$ cat config.mk
export PLATFORM = sky130hd
export DESIGN_NAME = dmem_arbiter_flat
export DESIGN_NICKNAME = d
export VERILOG_FILES = /design/src/rtl/dmem_arb_if.sv /design/src/rtl/dmem_arbiter.sv /design/src/flat_wrapper.sv
export SDC_FILE = /design/constraint.sdc
export NUM_CORES = 1
export LEC_CHECK = 0
export BUFFER_PORTS_ARGS = -buffer_cell sky130_fd_sc_hd__buf_2
export CAP_MARGIN = 20
export CELL_PAD_IN_SITES_DETAIL_PLACEMENT = 0
export CELL_PAD_IN_SITES_GLOBAL_PLACEMENT = 1
export CORE_MARGIN = 2
export CORE_UTILIZATION = 27
export DETAILED_ROUTE_END_ITERATION = 7
export PLACE_DENSITY_LB_ADDON = 0.15
export SLEW_MARGIN = 5
export SYNTH_ARGS = -nofsm -noshare
export SYNTH_HDL_FRONTEND = slang
export SYNTH_SLANG_ARGS = --single-unit
$ cat constraint.sdc
create_clock -name clk -period 2 [get_ports clk]
set_input_delay 0.5 -clock clk [delete_from_list [all_inputs] [get_ports clk]]
set_output_delay 0.5 -clock clk [all_outputs]
set_load 0.01 [all_outputs]
$ cat src/rtl/dmem_arb_if.sv
// dmem_arb_if: request/grant/read-back buses of both requesters plus the data-memory drive
interface dmem_arb_if #(
  parameter int DATA_BIT_WIDTH = 32
);
  logic                      aReq, aWr, aGnt, aRdValid, aErr;
  logic [DATA_BIT_WIDTH-1:0] aAddr, aData, aRdData;
  logic                      bReq, bWr, bGnt, bRdValid, bErr;
  logic [DATA_BIT_WIDTH-1:0] bAddr, bData, bRdData;
  logic                      memWr;
  logic [DATA_BIT_WIDTH-1:0] memAddr, memData, memRdData;
  modport slave (
    input  aReq, aWr, aAddr, aData, bReq, bWr, bAddr, bData, memRdData,
    output aGnt, aRdValid, aRdData, aErr, bGnt, bRdValid, bRdData, bErr, memWr, memAddr, memData
  );
  modport master (
    output aReq, aWr, aAddr, aData, bReq, bWr, bAddr, bData, memRdData,
    input  aGnt, aRdValid, aRdData, aErr, bGnt, bRdValid, bRdData, bErr, memWr, memAddr, memData
  );
endinterface

$ cat src/rtl/dmem_arbiter.sv
// dmem_arbiter: A-priority arbiter with B starvation guard in front of the data memory; DMEM_ARB_RANGE_CHECK_EN enables out-of-range address errors
module dmem_arbiter #(
  parameter int DATA_BIT_WIDTH = 32,
  parameter int DMEMADDRBITS   = 13,
  parameter int DMEMWORDBITS   = 2,
  parameter int MAX_WAIT       = 3
) (
  input logic       clk,
  input logic       reset_n,
  dmem_arb_if.slave bus
);
  localparam logic [3:0] WAIT_MAX = 4'(MAX_WAIT);
  if (MAX_WAIT < 1 || MAX_WAIT > 15 || DMEMADDRBITS <= DMEMWORDBITS || DMEMADDRBITS > DATA_BIT_WIDTH) begin : g_bad_cfg
    $error("dmem_arbiter: unsupported parameter combination");
  end
  logic [3:0]                wait_cnt_q, wait_cnt_d;
  logic                      valid_q, valid_d, wr_q, wr_d, owner_q, owner_d, err_q, err_d;
  logic [DATA_BIT_WIDTH-1:0] mem_addr_q, mem_addr_d, mem_data_q, mem_data_d;
  logic                      a_gnt, b_gnt, b_turn, gnt, rd_ok;
  logic [DATA_BIT_WIDTH-1:0] sel_addr, rd_data;
  // grant selection, next-state of the wait counter and the one-deep access pipeline (owner 1 = B)
  always_comb begin
    b_turn     = bus.bReq & (~bus.aReq | (wait_cnt_q == WAIT_MAX));
    b_gnt      = reset_n & b_turn;
    a_gnt      = reset_n & bus.aReq & ~b_turn;
    gnt        = a_gnt | b_gnt;
    sel_addr   = b_gnt ? bus.bAddr : bus.aAddr;
    wait_cnt_d = (bus.bReq & ~b_gnt) ? ((wait_cnt_q == WAIT_MAX) ? wait_cnt_q : wait_cnt_q + 4'd1) : 4'd0;
    valid_d    = gnt;
    wr_d       = b_gnt ? bus.bWr : bus.aWr;
    owner_d    = b_gnt;
`ifdef DMEM_ARB_RANGE_CHECK_EN
    err_d      = gnt & ((sel_addr >> DMEMADDRBITS) != '0);
`else
    err_d      = 1'b0;
`endif
    mem_addr_d = gnt ? sel_addr : mem_addr_q;
    mem_data_d = gnt ? (b_gnt ? bus.bData : bus.aData) : mem_data_q;
  end
  // all state; async reset drops any in-flight access so a pending write never commits
  always_ff @(posedge clk or negedge reset_n) begin
    if (!reset_n) begin
      wait_cnt_q <= 4'd0;
      valid_q    <= 1'b0;
      wr_q       <= 1'b0;
      owner_q    <= 1'b0;
      err_q      <= 1'b0;
      mem_addr_q <= '0;
      mem_data_q <= '0;
    end else begin
      wait_cnt_q <= wait_cnt_d;
      valid_q    <= valid_d;
      wr_q       <= wr_d;
      owner_q    <= owner_d;
      err_q      <= err_d;
      mem_addr_q <= mem_addr_d;
      mem_data_q <= mem_data_d;
    end
  end
  // flagged accesses return a zero read response and never write
  always_comb begin
    rd_ok        = valid_q & (~wr_q | err_q);
    rd_data      = (rd_ok & ~err_q) ? bus.memRdData : '0;
    bus.aGnt     = a_gnt;
    bus.bGnt     = b_gnt;
    bus.memWr    = valid_q & wr_q & ~err_q;
    bus.memAddr  = mem_addr_d;
    bus.memData  = mem_data_d;
    bus.aRdValid = rd_ok & ~owner_q;
    bus.bRdValid = rd_ok & owner_q;
    bus.aRdData  = (rd_ok & ~owner_q) ? rd_data : '0;
    bus.bRdData  = (rd_ok & owner_q) ? rd_data : '0;
    bus.aErr     = valid_q & err_q & ~owner_q;
    bus.bErr     = valid_q & err_q & owner_q;
  end
endmodule

$ cat src/flat_wrapper.sv
// flat-port wrapper written by rule: the top's interface ports become plain ports
module dmem_arbiter_flat 
#(
  parameter int DATA_BIT_WIDTH = 32,
  parameter int DMEMADDRBITS   = 13,
  parameter int DMEMWORDBITS   = 2,
  parameter int MAX_WAIT       = 3
)
  (clk, reset_n, bus_aReq, bus_aWr, bus_aAddr, bus_aData, bus_bReq, bus_bWr, bus_bAddr, bus_bData, bus_memRdData, bus_aGnt, bus_aRdValid, bus_aRdData, bus_aErr, bus_bGnt, bus_bRdValid, bus_bRdData, bus_bErr, bus_memWr, bus_memAddr, bus_memData);
  dmem_arb_if #(.DATA_BIT_WIDTH(DATA_BIT_WIDTH)) bus_i ();
  input logic clk;
  input logic reset_n;
  input wire logic [$bits(bus_i.aReq)-1:0] bus_aReq;
  input wire logic [$bits(bus_i.aWr)-1:0] bus_aWr;
  input wire logic [$bits(bus_i.aAddr)-1:0] bus_aAddr;
  input wire logic [$bits(bus_i.aData)-1:0] bus_aData;
  input wire logic [$bits(bus_i.bReq)-1:0] bus_bReq;
  input wire logic [$bits(bus_i.bWr)-1:0] bus_bWr;
  input wire logic [$bits(bus_i.bAddr)-1:0] bus_bAddr;
  input wire logic [$bits(bus_i.bData)-1:0] bus_bData;
  input wire logic [$bits(bus_i.memRdData)-1:0] bus_memRdData;
  output wire logic [$bits(bus_i.aGnt)-1:0] bus_aGnt;
  output wire logic [$bits(bus_i.aRdValid)-1:0] bus_aRdValid;
  output wire logic [$bits(bus_i.aRdData)-1:0] bus_aRdData;
  output wire logic [$bits(bus_i.aErr)-1:0] bus_aErr;
  output wire logic [$bits(bus_i.bGnt)-1:0] bus_bGnt;
  output wire logic [$bits(bus_i.bRdValid)-1:0] bus_bRdValid;
  output wire logic [$bits(bus_i.bRdData)-1:0] bus_bRdData;
  output wire logic [$bits(bus_i.bErr)-1:0] bus_bErr;
  output wire logic [$bits(bus_i.memWr)-1:0] bus_memWr;
  output wire logic [$bits(bus_i.memAddr)-1:0] bus_memAddr;
  output wire logic [$bits(bus_i.memData)-1:0] bus_memData;
  assign bus_i.aReq = bus_aReq;
  assign bus_i.aWr = bus_aWr;
  assign bus_i.aAddr = bus_aAddr;
  assign bus_i.aData = bus_aData;
  assign bus_i.bReq = bus_bReq;
  assign bus_i.bWr = bus_bWr;
  assign bus_i.bAddr = bus_bAddr;
  assign bus_i.bData = bus_bData;
  assign bus_i.memRdData = bus_memRdData;
  assign bus_aGnt = bus_i.aGnt;
  assign bus_aRdValid = bus_i.aRdValid;
  assign bus_aRdData = bus_i.aRdData;
  assign bus_aErr = bus_i.aErr;
  assign bus_bGnt = bus_i.bGnt;
  assign bus_bRdValid = bus_i.bRdValid;
  assign bus_bRdData = bus_i.bRdData;
  assign bus_bErr = bus_i.bErr;
  assign bus_memWr = bus_i.memWr;
  assign bus_memAddr = bus_i.memAddr;
  assign bus_memData = bus_i.memData;
  dmem_arbiter #(.DATA_BIT_WIDTH(DATA_BIT_WIDTH), .DMEMADDRBITS(DMEMADDRBITS), .DMEMWORDBITS(DMEMWORDBITS), .MAX_WAIT(MAX_WAIT)) u_core (.clk(clk), .reset_n(reset_n), .bus(bus_i));
endmodule
Word level (Yosys, flattened, before mapping)
Cells that the tools add are included.
Widths: inputs -> output; s select.
{ "totals": {"regBits": 71, "inputBits": 166, "out_inout_bits": 135, "wordCells": 35} }
{ "op_classes": {"addsub": 1, "n_eq_ne": 2, "muxes": 10, "bitwise_logic": 16} }
{ "ops": {"columns": ["operator", "n"], "rows": [
  ["$mux 32", 7],
  ["$and 1x1->1", 9],
  ["$mux 4", 2],
  ["$not 1->1", 5],
  ["$add 4x1->4 const B", 1],
  ["$eq 4x2->1 const B", 1],
  ["$ne 2x2->1 const B", 1],
  ["$or 1x1->1", 2],
  ["$mux 1", 1]
]} }

Depth between registers and ports, before layout
Gate-level depths: netlist of the first run.
{ "logic_depth": {"depth_word": 7, "mapped_depth": 7, "depth_no_buf": 5} }

Worst setup path after synthesis of the first run
No wires, ideal clock.
{ "synth_path": {"path_type": "register to output", "from": "reg u_core.wait_cnt_q[0]", "to": "out bus_memAddr[10]", "arrival_time_ns": 1.621, "required_time_ns": 1.500, "setup_slack_ns": -0.121, "stages_incl_launch_ff": 7, "path_buffers": 2, "cell_sequence": "dfrtp_1 ha_1 nor3b_4 o211ai_2 buf_6 buf_6 mux2_4"} }
{ "synth_between": {"elab_chain_cells": 7, "word_cells_on_any_way": 9, "classes_between": "eq/ne (1); mux (2); bitwise (6)"} }
{ "synth_lines": {"columns": ["item", "line_no", "text"], "rows": [
  ["start, declared", "dmem_arbiter.sv:16", "logic [3:0] wait_cnt_q, wait_cnt_d;"],
  ["start signal, assigned", "dmem_arbiter.sv:51", "wait_cnt_q <= wait_cnt_d;"],
  ["$eq 4x2->1 *", "dmem_arbiter.sv:23", "b_turn = bus.bReq & (~bus.aReq | (wait_cnt_q == WAIT_MAX));"],
  ["$or 1x1->1 *", "dmem_arbiter.sv:23", null],
  ["$and 1x1->1 *", "dmem_arbiter.sv:23", null],
  ["$not 1->1", "dmem_arbiter.sv:25", "a_gnt = reset_n & bus.aReq & ~b_turn;"],
  ["$and 1x1->1", "dmem_arbiter.sv:25", null],
  ["$or 1x1->1", "dmem_arbiter.sv:26", "gnt = a_gnt | b_gnt;"],
  ["$mux 32 *", "dmem_arbiter.sv:37", "mem_addr_d = gnt ? sel_addr : mem_addr_q;"],
  ["end, declared", "flat_wrapper.sv:31", "output wire logic [$bits(bus_i.memAddr)-1:0] bus_memAddr;"]
]} }
Every way passes the cells marked *; elsewhere a longest branch is shown, timed or not.

Final worst setup path of the first run
{ "layout_path": {"from": "reg u_core.wait_cnt_q[1]", "to": "out bus_memAddr[2]"} }
Same word-level chain as after synthesis.

==> metrics.md, run 1 <==
| Metric | Value |
|---|---|
| Skew final | 0.007098 ns |
| Vias per cell | 4.368 |
| Initial Utilization | 27.71% |
| Tot GR Track Use | 15.12% |
| Syn_area_per_cell | 13.03 um^2 |
| Layout Cells excl Fill | 820 |
| Longest Clk Path Bufs | 2 |
| Setup TNS | -38.43 ns |
| Via count | 3582 |
| Wire per inst | 15.57 um |
| H-tree levels | 3 |
| Area leader, netlist | dfrtp_1 |
| Synth Cell Area | 4028 um^2 |
| Total wire length | 12770 um |
| Cell Pwr Density | 735.3 nW/um^2 |
| Async S/R FF share, synth | 100.0% |
| Final Hold Viols | 0 |
| Synth top area cells | dfrtp_1 44%, mux2_2 28%, mux2_4 10%, and2_1 10%, buf_6 1.1% |
| Crit path DAT | 2.13 ns |
| Num rows | 44 |
| Largest net degree at the start of global routing | 51 |
| Area Overhead vs Synth | 66.39% |
| Crit-path max FO | 8 |
| Die H | 126.1 um |
| Clock slew at reported path FFs | 0.06 ns |
| CTS Sinks | 71 |
| Number of global-route vias before repair | 3697 |
| Gpl congestion | 0.7398 |
| Die X | 126.1 um |
| Status | complete, but fails checks |
| Leakage | 3.593 nW |
| Post-DP HPWL | 9130 um |
| RSZ-0062 raised after global routing | true |
| Drt first pass iters | 4 |
| Yosys reg bits | 71 |
| First-pass GRT wire length | 18800 um |
| Failing checks | negative setup slack |
| Initial antenna violation count | 0 |
| Pre-CTS setup slack | -0.2969 ns |
| EDFF count, synth | 0 |
| Layout cell share with drive strength beyond 1 | 77.67% |
| Final setup margin | -0.6335 ns |
| Hold crit path type | input port to asynchronous set/reset pin |
| Crit start category | register |
| CP Data Required Time | 1.50 ns |
| Die Area | 15910 um^2 |
| VDD IR max | 0.0004670 V |
| Initial DRC count | 73 |
| Clk_lat worst skew | 0.33 ns |
| Final-report max-slew violation count | 0 |
| Final Setup Violations | 68 |
| Fmax | 0.3797 GHz |
| Max Cap Viol | 0 |
| I/O pin count | 301 |
| Cells after Synth | 309 |
| Fin crit share | 131.7% |
| Final Net Count | 798 |
| Critical Path End Type | output port |
| CTS Buf Count | 9 |
| Worst reg2reg startpoint | u_core.wait_cnt_q[1]$_DFFE_PN0P_ |
| Routed Antenna Nets | 0 |
| Slew @ Worst Pin | 0.6706 ns |
| Post-synth cell types | 22 |
| Grt ovf | 0 |
| Share of the synthesized area in the top cell type | 44.11% |
| Main flop type after synthesis | dfrtp_1 |
| Clock Tree Root | clkbuf_16 |
| CTS tree | yes |
| Slew margin rel. | 55.30% |
| Min Clock Period, post-route | 2.634 ns |
| Placed Cells | 788 |
| YS warnings | 0 |
| Setup crit start | u_core.wait_cnt_q[1]$_DFFE_PN0P_ |
| Core area | 14530 um^2 |
| WS Path Type | register to output port |
| Sequential fraction of the synthesis area | 44.11% |
| Drc violations | 0 |
| PortBufs | 298 |
| # diodes | 0 |
==> cells in the mapped netlist (2+ instances only) <==
| library cell | count |
|---|---|
| mux2_2 | 101 |
| buf_6 | 4 |
| buf_2 | 8 |
| xor2_1 | 2 |
| buf_4 | 2 |
| mux2i_1 | 2 |
| nand2_1 | 2 |
| inv_1 | 3 |
| clkbuf_1 | 8 |
| nor3_1 | 4 |
| and2_1 | 65 |
| mux2_4 | 28 |
| dfrtp_1 | 71 |
==> layout by cell type (no fill, tap or decap), drive strengths merged, types with 2 or more instances in the layout <==
cell / netlist / final
mux2: 129 / 129
nor3: 4 / 4
conb: 1 / 2
mux2i: 2 / 2
nand2: 2 / 2
buf: 14 / 330
nor3b: 2 / 2
xor2: 2 / 2
inv: 3 / 3
and2: 65 / 65
dfrtp: 71 / 71
clkinv: 0 / 3
clkbuf: 8 / 14
==> critical path: stages, from the launching register on <==
cell      delay [ns]
dfrtp_1         0.39
ha_2            0.20
nor3b_4         0.16
o211ai_4        0.21
buf_4           0.18
buf_6           0.16
mux2_2          0.35
buf_2           0.14
==> routing by layer <==
layer	vias up	share of wire [%]	global-route usage [%]
li1	1700	-	-
met1	1699	37	15.75
met2	170	52	27.83
met3	13	8.9	5.735
met4	0	1.6	5.042
met5	-	0	0
==> timing repair <==
action | 4_1_cts | 5_1_grt
endpoints found under the hold margin | 0 | 0
endpoints found under the setup margin | 83 | 95
pin swaps | 1 | 7
resized for setup | 48 | 32
hold buffers | 0 | 0
cloned | 2 | 5
setup buffers | 4 | 6
==> worst paths after layout <==
| check | end | slack (ns) | cells after the start |
|---|---|---|---|
| worst max-delay path | bus_memAddr[2] | -0.63 | 7 |
| worst min-delay path | u_core.wait_cnt_q[1]$_DFFE_PN0P_ | 0.29 | 3 |
| worst max register to register | u_core.wait_cnt_q[0]$_DFFE_PN0P_ | 0.11 | 9 |
| worst min register to register | u_core.mem_data_q[26]$_DFF_PN0_ | 0.61 | 2 |
| max in group asynchronous | u_core.mem_addr_q[10]$_DFF_PN0_ | 1.22 | 2 |
| min in group clk | u_core.mem_addr_q[15]$_DFF_PN0_ | 0.41 | 2 |
==> cell type report <==
cell class / count / area [um^2]
inverters: 3 / 13.76
well taps: 184 / 230.2
multi-input cells: 214 / 2198
fillers: 1383 / 7833
repair buffers: 332 / 2191
flip-flops and latches: 71 / 1777
clock buffers: 12 / 246.5
clock inverters: 4 / 45.04
==> cell families (layout without fill, tap and decap cells) <==
group           count (synthesis)  after routing  synth area share (%)
flops                          71             71                 44.11
mux                           131            131                 39.17
simple gates                   76             76                 11.93
buf+inv                        25            351                 3.510
xor+xnor                        2              2                0.4350
compound gates                  2              2                0.4347
other cells                     1              2               0.09311
fa+ha+maj                       1              1                0.3106
==> sequential cells by signal, indices dropped and copies added (netlist names) <==
register           cells
u_core.mem_data_q     32
u_core.owner_q         1
u_core.wait_cnt_q      4
u_core.mem_addr_q     32
u_core.valid_q         1
u_core.wr_q            1
==> through the flow <==
| step | hold WS [ns] | total power [mW] | util (%) | cell area (um^2) |
|---|---|---|---|---|
| global route | 0.3073 | 5.225 | 46.11 | 6701 |
| floorplan | 0.2044 | 2.552 | - | 4060 |
| detailed placement | 0.6002 | 3.126 | 40.23 | 5847 |
| global placement | 0.5951 | 3.103 | 40.23 | 5847 |
| finish | 0.2870 | 4.928 | 46.11 | 6701 |
| CTS | 0.2805 | 4.968 | 44.60 | 6482 |
==> power by group <==
group	total, mW	leakage, nW	switching [mW]	internal [mW]
clock network	1.58	0.146	0.591	0.993
registers	1.72	0.841	0.0546	1.67
logic	1.62	2.61	0.639	0.980
total	4.93	3.59	1.28	3.64
Note: power is estimated with default switching activity, not from simulation.
==> inputs of run 2 (changes only) <==
- PLACE_DENSITY_LB_ADDON: 0.15 -> 0.1
==> run 2 against run 1 <==
  * The flow still finishes with violations (negative setup slack)
  * Largest power group is now combinational logic
  * Sequential share of layout area shrank 3.9 points
  * Global-route usage grew 1.0 points
  * Flip-flop and latch count is the same
  * Combinational power grew 27%
  * Worst hold slack lost 0.0018 ns
  * Final area grew 17%
  * Final cell count grew 3.2%
  * Sequential power is essentially flat
  * Clock power grew 12%
  * First-iteration DRC count grew 4.1%
  * Power grew 13%
  * Clock skew is essentially flat
==> metrics.md, run 2 (synthesis gave the netlist of run 1 again) <==
| Metric | Value |
|---|---|
| # diodes | 0 (unchanged) |
| Final-report max-slew violation count | 0 (unchanged) |
| Tot GR Track Use | 16.14% (was 15.12%) |
| Final Setup Violations | 111 (was 68) |
| Failing checks | negative setup slack (unchanged) |
| CP Data Required Time | 1.50 ns (about the same) |
| Initial DRC count | 76 (was 73) |
| Wire per inst | 18.03 um (was 15.57 um) |
| Clk pwr share | 31.9% (was 32.1%) |
| Hold crit path type | input port to asynchronous set/reset pin (unchanged) |
| Total power | 5.553 mW (was 4.928 mW) |
| Top flop regs | u_core.mem_addr_q x32, u_core.mem_data_q x32, u_core.wait_cnt_q x4 (unchanged) |
| RSZ-0062 raised after global routing | true (unchanged) |
| Vias per cell | 4.470 (was 4.368) |
| Cell Pwr Density | 705.8 nW/um^2 (was 735.3 nW/um^2) |
| Crit path DAT | 2.12 ns (was 2.13 ns) |
| Num rows | 44 (unchanged) |
| VDD IR max | 0.0004886 V (was 0.0004670 V) |
| Die X | 126.1 um (unchanged) |
| Final setup margin | -0.6172 ns (was -0.6335 ns) |
| Largest net degree at the start of global routing | 45 (was 51) |
| Clock Tree Root | clkbuf_16 (unchanged) |
| Min Clock Period, post-route | 2.617 ns (was 2.634 ns) |
| Routed Antenna Nets | 0 (unchanged) |
| Grt ovf | 0 (unchanged) |
| Reg2Reg Setup Slack | 0.07 ns (was 0.11 ns) |
| Post-DP HPWL | 9616 um (was 9130 um) |
| WS Path Type | register to output port (unchanged) |
| Drt first pass iters | 4 (unchanged) |
| Via count | 3782 (was 3582) |
| Cell Int Power | 4.141 mW (was 3.644 mW) |
| Max Cap Viol | 0 (unchanged) |
| Leakage | 4.129 nW (was 3.593 nW) |
| Design Area, Final | 7869 um^2 (was 6701 um^2) |
| CTS tree | yes (unchanged) |
| CTS Buf Count | 9 (unchanged) |
| Core area | 14530 um^2 (unchanged) |
| Status | complete, but fails checks (unchanged) |
| Post-Place Cell Area | 5884 um^2 (was 5847 um^2) |
| Worst reg2reg path depth | 9 (unchanged) |
| PortBufs | 298 (unchanged) |
| Area Overhead vs Synth | 95.37% (was 66.39%) |
| Utilization after layout | 54.14% (was 46.11%) |
| First-pass GRT wire length | 19600 um (was 18800 um) |
| Sequential power share | 31.1% (was 35.0%) |
| Die H | 126.1 um (unchanged) |
| Critical Path End Type | output port (unchanged) |
| Sw Pwr | 1.412 mW (was 1.284 mW) |
| Hold-fix buffers at CTS | 0 (unchanged) |
| Final Hold Viols | 0 (unchanged) |
| CTS Sinks | 71 (unchanged) |
| Worst reg2reg startpoint | u_core.wait_cnt_q[0]$_DFFE_PN0P_ (was u_core.wait_cnt_q[1]$_DFFE_PN0P_) |
| Crit-path max FO | 5 (was 8) |
| Initial antenna violation count | 0 (unchanged) |
| Slew margin rel. | 60.03% (was 55.30%) |
| Logic pwr share | 37.0% (was 32.9%) |
| Gpl congestion | 0.7374 (was 0.7398) |
| Initial Utilization | 27.71% (unchanged) |
| Longest Clk Path Bufs | 2 (unchanged) |
| Crit start category | register (unchanged) |
| Most common cell after layout, fill and taps aside | buf_2 (unchanged) |
| Number of global-route vias before repair | 3738 (was 3697) |
| Skew final | 0.007376 ns (was 0.007098 ns) |
| Final Net Count | 824 (was 798) |
| Drc violations | 0 (unchanged) |
| H-tree levels | 3 (unchanged) |
| Fmax | 0.3821 GHz (was 0.3797 GHz) |
| Most frequent cells in the layout | 172 x buf_2, 139 x buf_6, 71 x dfrtp_1, 65 x mux2_2, 64 x mux2_4 (was 256 x buf_2, 95 x mux2_2, 71 x dfrtp_1, 54 x and2_1, 45 x buf_6) |
| Die Area | 15910 um^2 (unchanged) |
| Total wire length | 15260 um (was 12770 um) |
| Setup TNS | -41.18 ns (was -38.43 ns) |
| Sw Ratio | 25.43% (was 26.06%) |
| Clk_lat worst skew | 0.34 ns (was 0.33 ns) |
| Fin crit share | 130.9% (was 131.7%) |
| Worst Hold Margin | 0.2852 ns (was 0.2870 ns) |
| Reg2Reg Capture Point | u_core.wait_cnt_q[1]$_DFFE_PN0P_ (was u_core.wait_cnt_q[0]$_DFFE_PN0P_) |
| Slew @ Worst Pin | 0.5995 ns (was 0.6706 ns) |
| Clock slew at reported path FFs | 0.05 ns (was 0.06 ns) |
| Layout cell share with drive strength beyond 1 | 85.80% (was 77.67%) |
| I/O pin count | 301 (unchanged) |
[run 2: layout make-up]
| type | count | area [um^2] |
|---|---|---|
| Clock buffer | 13 | 260.3 |
| Clock inverter | 3 | 65.06 |
| Fill cell | 1276 | 6665 |
| Inverter | 3 | 13.76 |
| Multi-Input combinational cell | 214 | 2431 |
| Sequential cell | 71 | 1777 |
| Tap cell | 184 | 230.2 |
| Timing Repair Buffer | 358 | 3092 |
[run 2: worst max-delay path: stages (launching register included)]
cell       delay (ns)
dfrtp_1          0.38
ha_2             0.19
nor3b_4          0.16
o211ai_4         0.25
buf_6            0.19
clkbuf_16        0.17
mux2_4           0.31
buf_6            0.13
[run 2: repair_timing]
action,4_1_cts,5_1_grt
setup buffers,7,14
resized for setup,44,220
gates cloned,5,12
pin swaps,3,67
setup endpoints to repair,73,129
[run 2: worst max-delay path by stage]
stage / start / to / slack [ns] / cells after the start
2_1_floorplan: u_core.wait_cnt_q[0]$_DFFE_PN0P_ / bus_memAddr[10] / -0.1 / 6
3_3_place_gp: u_core.wait_cnt_q[1]$_DFFE_PN0P_ / bus_memData[30] / -0.29 / 6
3_5_place_dp: u_core.wait_cnt_q[1]$_DFFE_PN0P_ / bus_memData[30] / -0.30 / 6
4_1_cts: u_core.wait_cnt_q[1]$_DFFE_PN0P_ / bus_memData[30] / -0.65 / 7
5_1_grt: u_core.wait_cnt_q[0]$_DFFE_PN0P_ / bus_memAddr[4] / -0.70 / 7
6_report: u_core.wait_cnt_q[0]$_DFFE_PN0P_ / bus_memAddr[1] / -0.62 / 7
[run 2: through the flow]
stage / setup WS [ns] / instances
floorplan: -0.09529 / 310
global placement: -0.2873 / 793
detailed placement: -0.2982 / 793
CTS: -0.6487 / 821
global route: -0.6968 / 846
finish: -0.6172 / 846
[run 2: per-layer routing]
layer  GRT usage, %  share of wire (%)  vias to the layer above  wire (um)
li1               -                  -                     1764          -
met1          15.75                 36                     1808       5535
met2          30.80                 53                      187       8114
met3          5.310                8.1                       23       1232
met4          6.981                2.4                        0        373
met5              0                  0                        -          0
[run 2: power by group through the flow]
stage                     clock [mW]  combinational, mW  sequential [mW]
after floorplan                    0              0.820             1.73
after global placement             0               1.38             1.74
after detailed placement           0               1.40             1.75
after CTS                       1.82               1.60             1.73
after global routing            1.90               2.18             1.75
final                           1.77               2.05             1.73
==> inputs of run 3 (changes only) <==
- CORE_ASPECT_RATIO: unset -> 0.6
==> run 3 against run 2 <==
  * The run still ends with negative setup slack left
  * First-iteration DRC count rose by 38%
  * Setup slack better by 0.014 ns
  * Power down 8.4%
  * Wire length shrank 7.1%
  * Non-clock buffer count is 18 lower
  * Flip-flop and latch count is the same
  * Via count shrank 3.0%
  * Critical path depth did not move
  * Final area decreased by 9.8%
  * Utilization fell by 5.4 points
  * Fmax increased by 0.55%
  * Die area increased by 0.20%
==> metrics.md, run 3 (synthesis gave the netlist of run 1 again) <==
| Metric | Value |
|---|---|
| Skew final | 0.006155 ns (was 0.007376 ns) |
| Routed Antenna Nets | 0 (unchanged) |
| Most used cell, CP | buf_12 (was buf_6) |
| Crit path cell chain | ha_2, nor3b_4, o211ai_4, buf_12, buf_12, mux2_2, buf_2 (was ha_2, nor3b_4, o211ai_4, buf_6, clkbuf_16, mux2_4, buf_6) |
| H-tree levels | 3 (unchanged) |
| Status | complete, but fails checks (unchanged) |
| Layout cell share with drive strength beyond 1 | 80.06% (was 85.80%) |
| Sequential cell area | 1777 um^2 (unchanged) |
| Most common cell after layout, fill and taps aside | buf_2 (unchanged) |
| Post-DP HPWL | 10160 um (was 9616 um) |
| CTS Buf Count | 9 (unchanged) |
| Cell Pwr Density | 716.9 nW/um^2 (was 705.8 nW/um^2) |
| CTS Sinks | 71 (unchanged) |
| Initial antenna violation count | 1 (was 0) |
| Area Overhead vs Synth | 76.14% (was 95.37%) |
| Slew @ Worst Pin | 0.5063 ns (was 0.5995 ns) |
| Gpl congestion | 0.7570 (was 0.7374) |
| Leakage | 3.803 nW (was 4.129 nW) |
| Die X | 161.7 um (was 126.1 um) |
| Num rows | 34 (was 44) |
| Buffers & Inverters on Critical Path | 3 (unchanged) |
| Clock slew at reported path FFs | 0.06 ns (was 0.05 ns) |
| WS Path Type | register to output port (unchanged) |
| Largest net degree at the start of global routing | 38 (was 45) |
| Drc violations | 0 (unchanged) |
| Hold crit path type | input port to asynchronous set/reset pin (unchanged) |
| Most frequent cells in the layout | 217 x buf_2, 82 x buf_6, 71 x dfrtp_1, 70 x mux2_2, 59 x mux2_4 (was 172 x buf_2, 139 x buf_6, 71 x dfrtp_1, 65 x mux2_2, 64 x mux2_4) |
| Worst Hold Margin | 0.1757 ns (was 0.2852 ns) |
| Post-Place Cell Area | 5904 um^2 (was 5884 um^2) |
| # diodes | 0 (unchanged) |
| Fmax | 0.3842 GHz (was 0.3821 GHz) |
| Crit path DAT | 2.10 ns (was 2.12 ns) |
| Max Cap Viol | 0 (unchanged) |
| Clock Tree Root | clkbuf_16 (unchanged) |
| Fin crit share | 130.1% (was 130.9%) |
| Final Hold Viols | 0 (unchanged) |
| Vias per cell | 4.367 (was 4.470) |
| I/O pin count | 301 (unchanged) |
| Longest Clk Path Bufs | 2 (unchanged) |
| Final Setup Violations | 90 (was 111) |
| PortBufs | 298 (unchanged) |
| Multi-input combinational cell area | 2316 um^2 (was 2431 um^2) |
| First-pass GRT wire length | 21050 um (was 19600 um) |
| Design Area, Final | 7094 um^2 (was 7869 um^2) |
| Hold-fix buffers at CTS | 0 (unchanged) |
| Wire per inst | 16.86 um (was 18.03 um) |
| Tot GR Track Use | 17.06% (was 16.14%) |
| Min Clock Period, post-route | 2.603 ns (was 2.617 ns) |
| Initial DRC count | 105 (was 76) |
| Crit start category | register (unchanged) |
| Die H | 98.61 um (was 126.1 um) |
| Via count | 3668 (was 3782) |
| Core area | 14550 um^2 (was 14530 um^2) |
| Final Net Count | 806 (was 824) |
| Drt first pass iters | 4 (unchanged) |
| CTS tree | yes (unchanged) |
| Crit-path max FO | 11 (was 5) |
| Clk_lat worst skew | 0.33 ns (was 0.34 ns) |
| Initial Utilization | 27.68% (was 27.71%) |
| Final setup margin | -0.6028 ns (was -0.6172 ns) |
| Number of global-route vias before repair | 3869 (was 3738) |
| Number of stages on the worst setup path | 7 (unchanged) |
| Layout fillers | 1370 (was 1276) |
| Worst reg2reg path depth | 7 (was 9) |
| Setup TNS | -37.45 ns (was -41.18 ns) |
| Family with the most delay on the worst path | buffers and inverters (unchanged) |
| Crit-path max cell delay | 0.38 ns (about the same) |
| VDD IR max | 0.0003250 V (was 0.0004886 V) |
| Total wire length | 14170 um (was 15260 um) |
| Final-report max-slew violation count | 0 (unchanged) |
| CP Data Required Time | 1.50 ns (about the same) |
| Failing checks | negative setup slack (unchanged) |
| Top flop regs | u_core.mem_addr_q x32, u_core.mem_data_q x32, u_core.wait_cnt_q x4 (unchanged) |
| Critical Path End Type | output port (unchanged) |
| Grt ovf | 0 (unchanged) |
| Die Area | 15940 um^2 (was 15910 um^2) |
| Slew margin rel. | 66.25% (was 60.03%) |
| Slowest CP cell | dfrtp_1 (unchanged) |
| RSZ-0062 raised after global routing | true (unchanged) |
==> run 3: cell count changes in the layout (fill, tap and decap cells not counted), moves of 3 or more <==
cell and delta:
and2_1 +35, buf_2 +45, buf_16 -5, clkbuf_16 -6, mux2_2 +5, buf_6 -57
buf_12 +3, and2_4 -35, mux2_4 -5
==> run 3: final timing paths <==
path                                                  startpoint  slack [ns]                               to
worst max register to register  u_core.wait_cnt_q[0]$_DFFE_PN0P_        0.15  u_core.mem_data_q[23]$_DFF_PN0_
worst min register to register   u_core.mem_addr_q[14]$_DFF_PN0_        0.61  u_core.mem_addr_q[14]$_DFF_PN0_
worst max-delay path            u_core.wait_cnt_q[0]$_DFFE_PN0P_       -0.60                  bus_memData[15]
min in group clk                                         bus_bWr        0.40            u_core.wr_q$_DFF_PN0_
max in group asynchronous                                reset_n        1.37   u_core.mem_data_q[3]$_DFF_PN0_
worst min-delay path                                     reset_n        0.18  u_core.mem_data_q[20]$_DFF_PN0_
==> run 3: routing by layer <==
metal / GRT usage (%) / routed length, um / vias up
met5: 0 / 16 / -
met4: 3.608 / 130 / 2
met3: 7.323 / 1348 / 16
met2: 28.80 / 6784 / 150
met1: 20.43 / 5886 / 1782
li1: - / - / 1718
==> run 3: final cells by class <==
cell class / instances / share of cell area [%]
clock buffers: 11 / 3.563
clock inverters: 3 / 0.2822
inverters: 3 / 0.1587
multi-input cells: 214 / 32.65
flip-flops and latches: 71 / 25.04
well taps: 198 / 3.492
repair buffers: 340 / 34.81
==> run 3: timing repair <==
action,4_1_cts,5_1_grt
endpoints found under the hold margin,0,0
endpoints found under the setup margin,98,120
pin swaps,1,29
gates cloned,5,2
gates resized for setup,93,72
buffers inserted,8,7
==> run 3: per-stage QoR <==
| step | util (%) | instances | worst slack [ns] | power (mW) |
|---|---|---|---|---|
| global route | 48.76 | 840 | -0.6811 | 5.383 |
| floorplan | - | 310 | -0.09529 | 2.552 |
| detailed placement | 40.58 | 808 | -0.3285 | 3.163 |
| global placement | 40.58 | 808 | -0.3198 | 3.136 |
| CTS | 46.73 | 835 | -0.6470 | 5.060 |
| finish | 48.76 | 840 | -0.6028 | 5.086 |
==> run 3: report_power, final <==
group          leakage, nW  internal [mW]  switching [mW]
registers            0.841           1.67          0.0594
logic                 2.83           1.17           0.697
clock network        0.129          0.891           0.602
total                 3.80           3.73            1.36
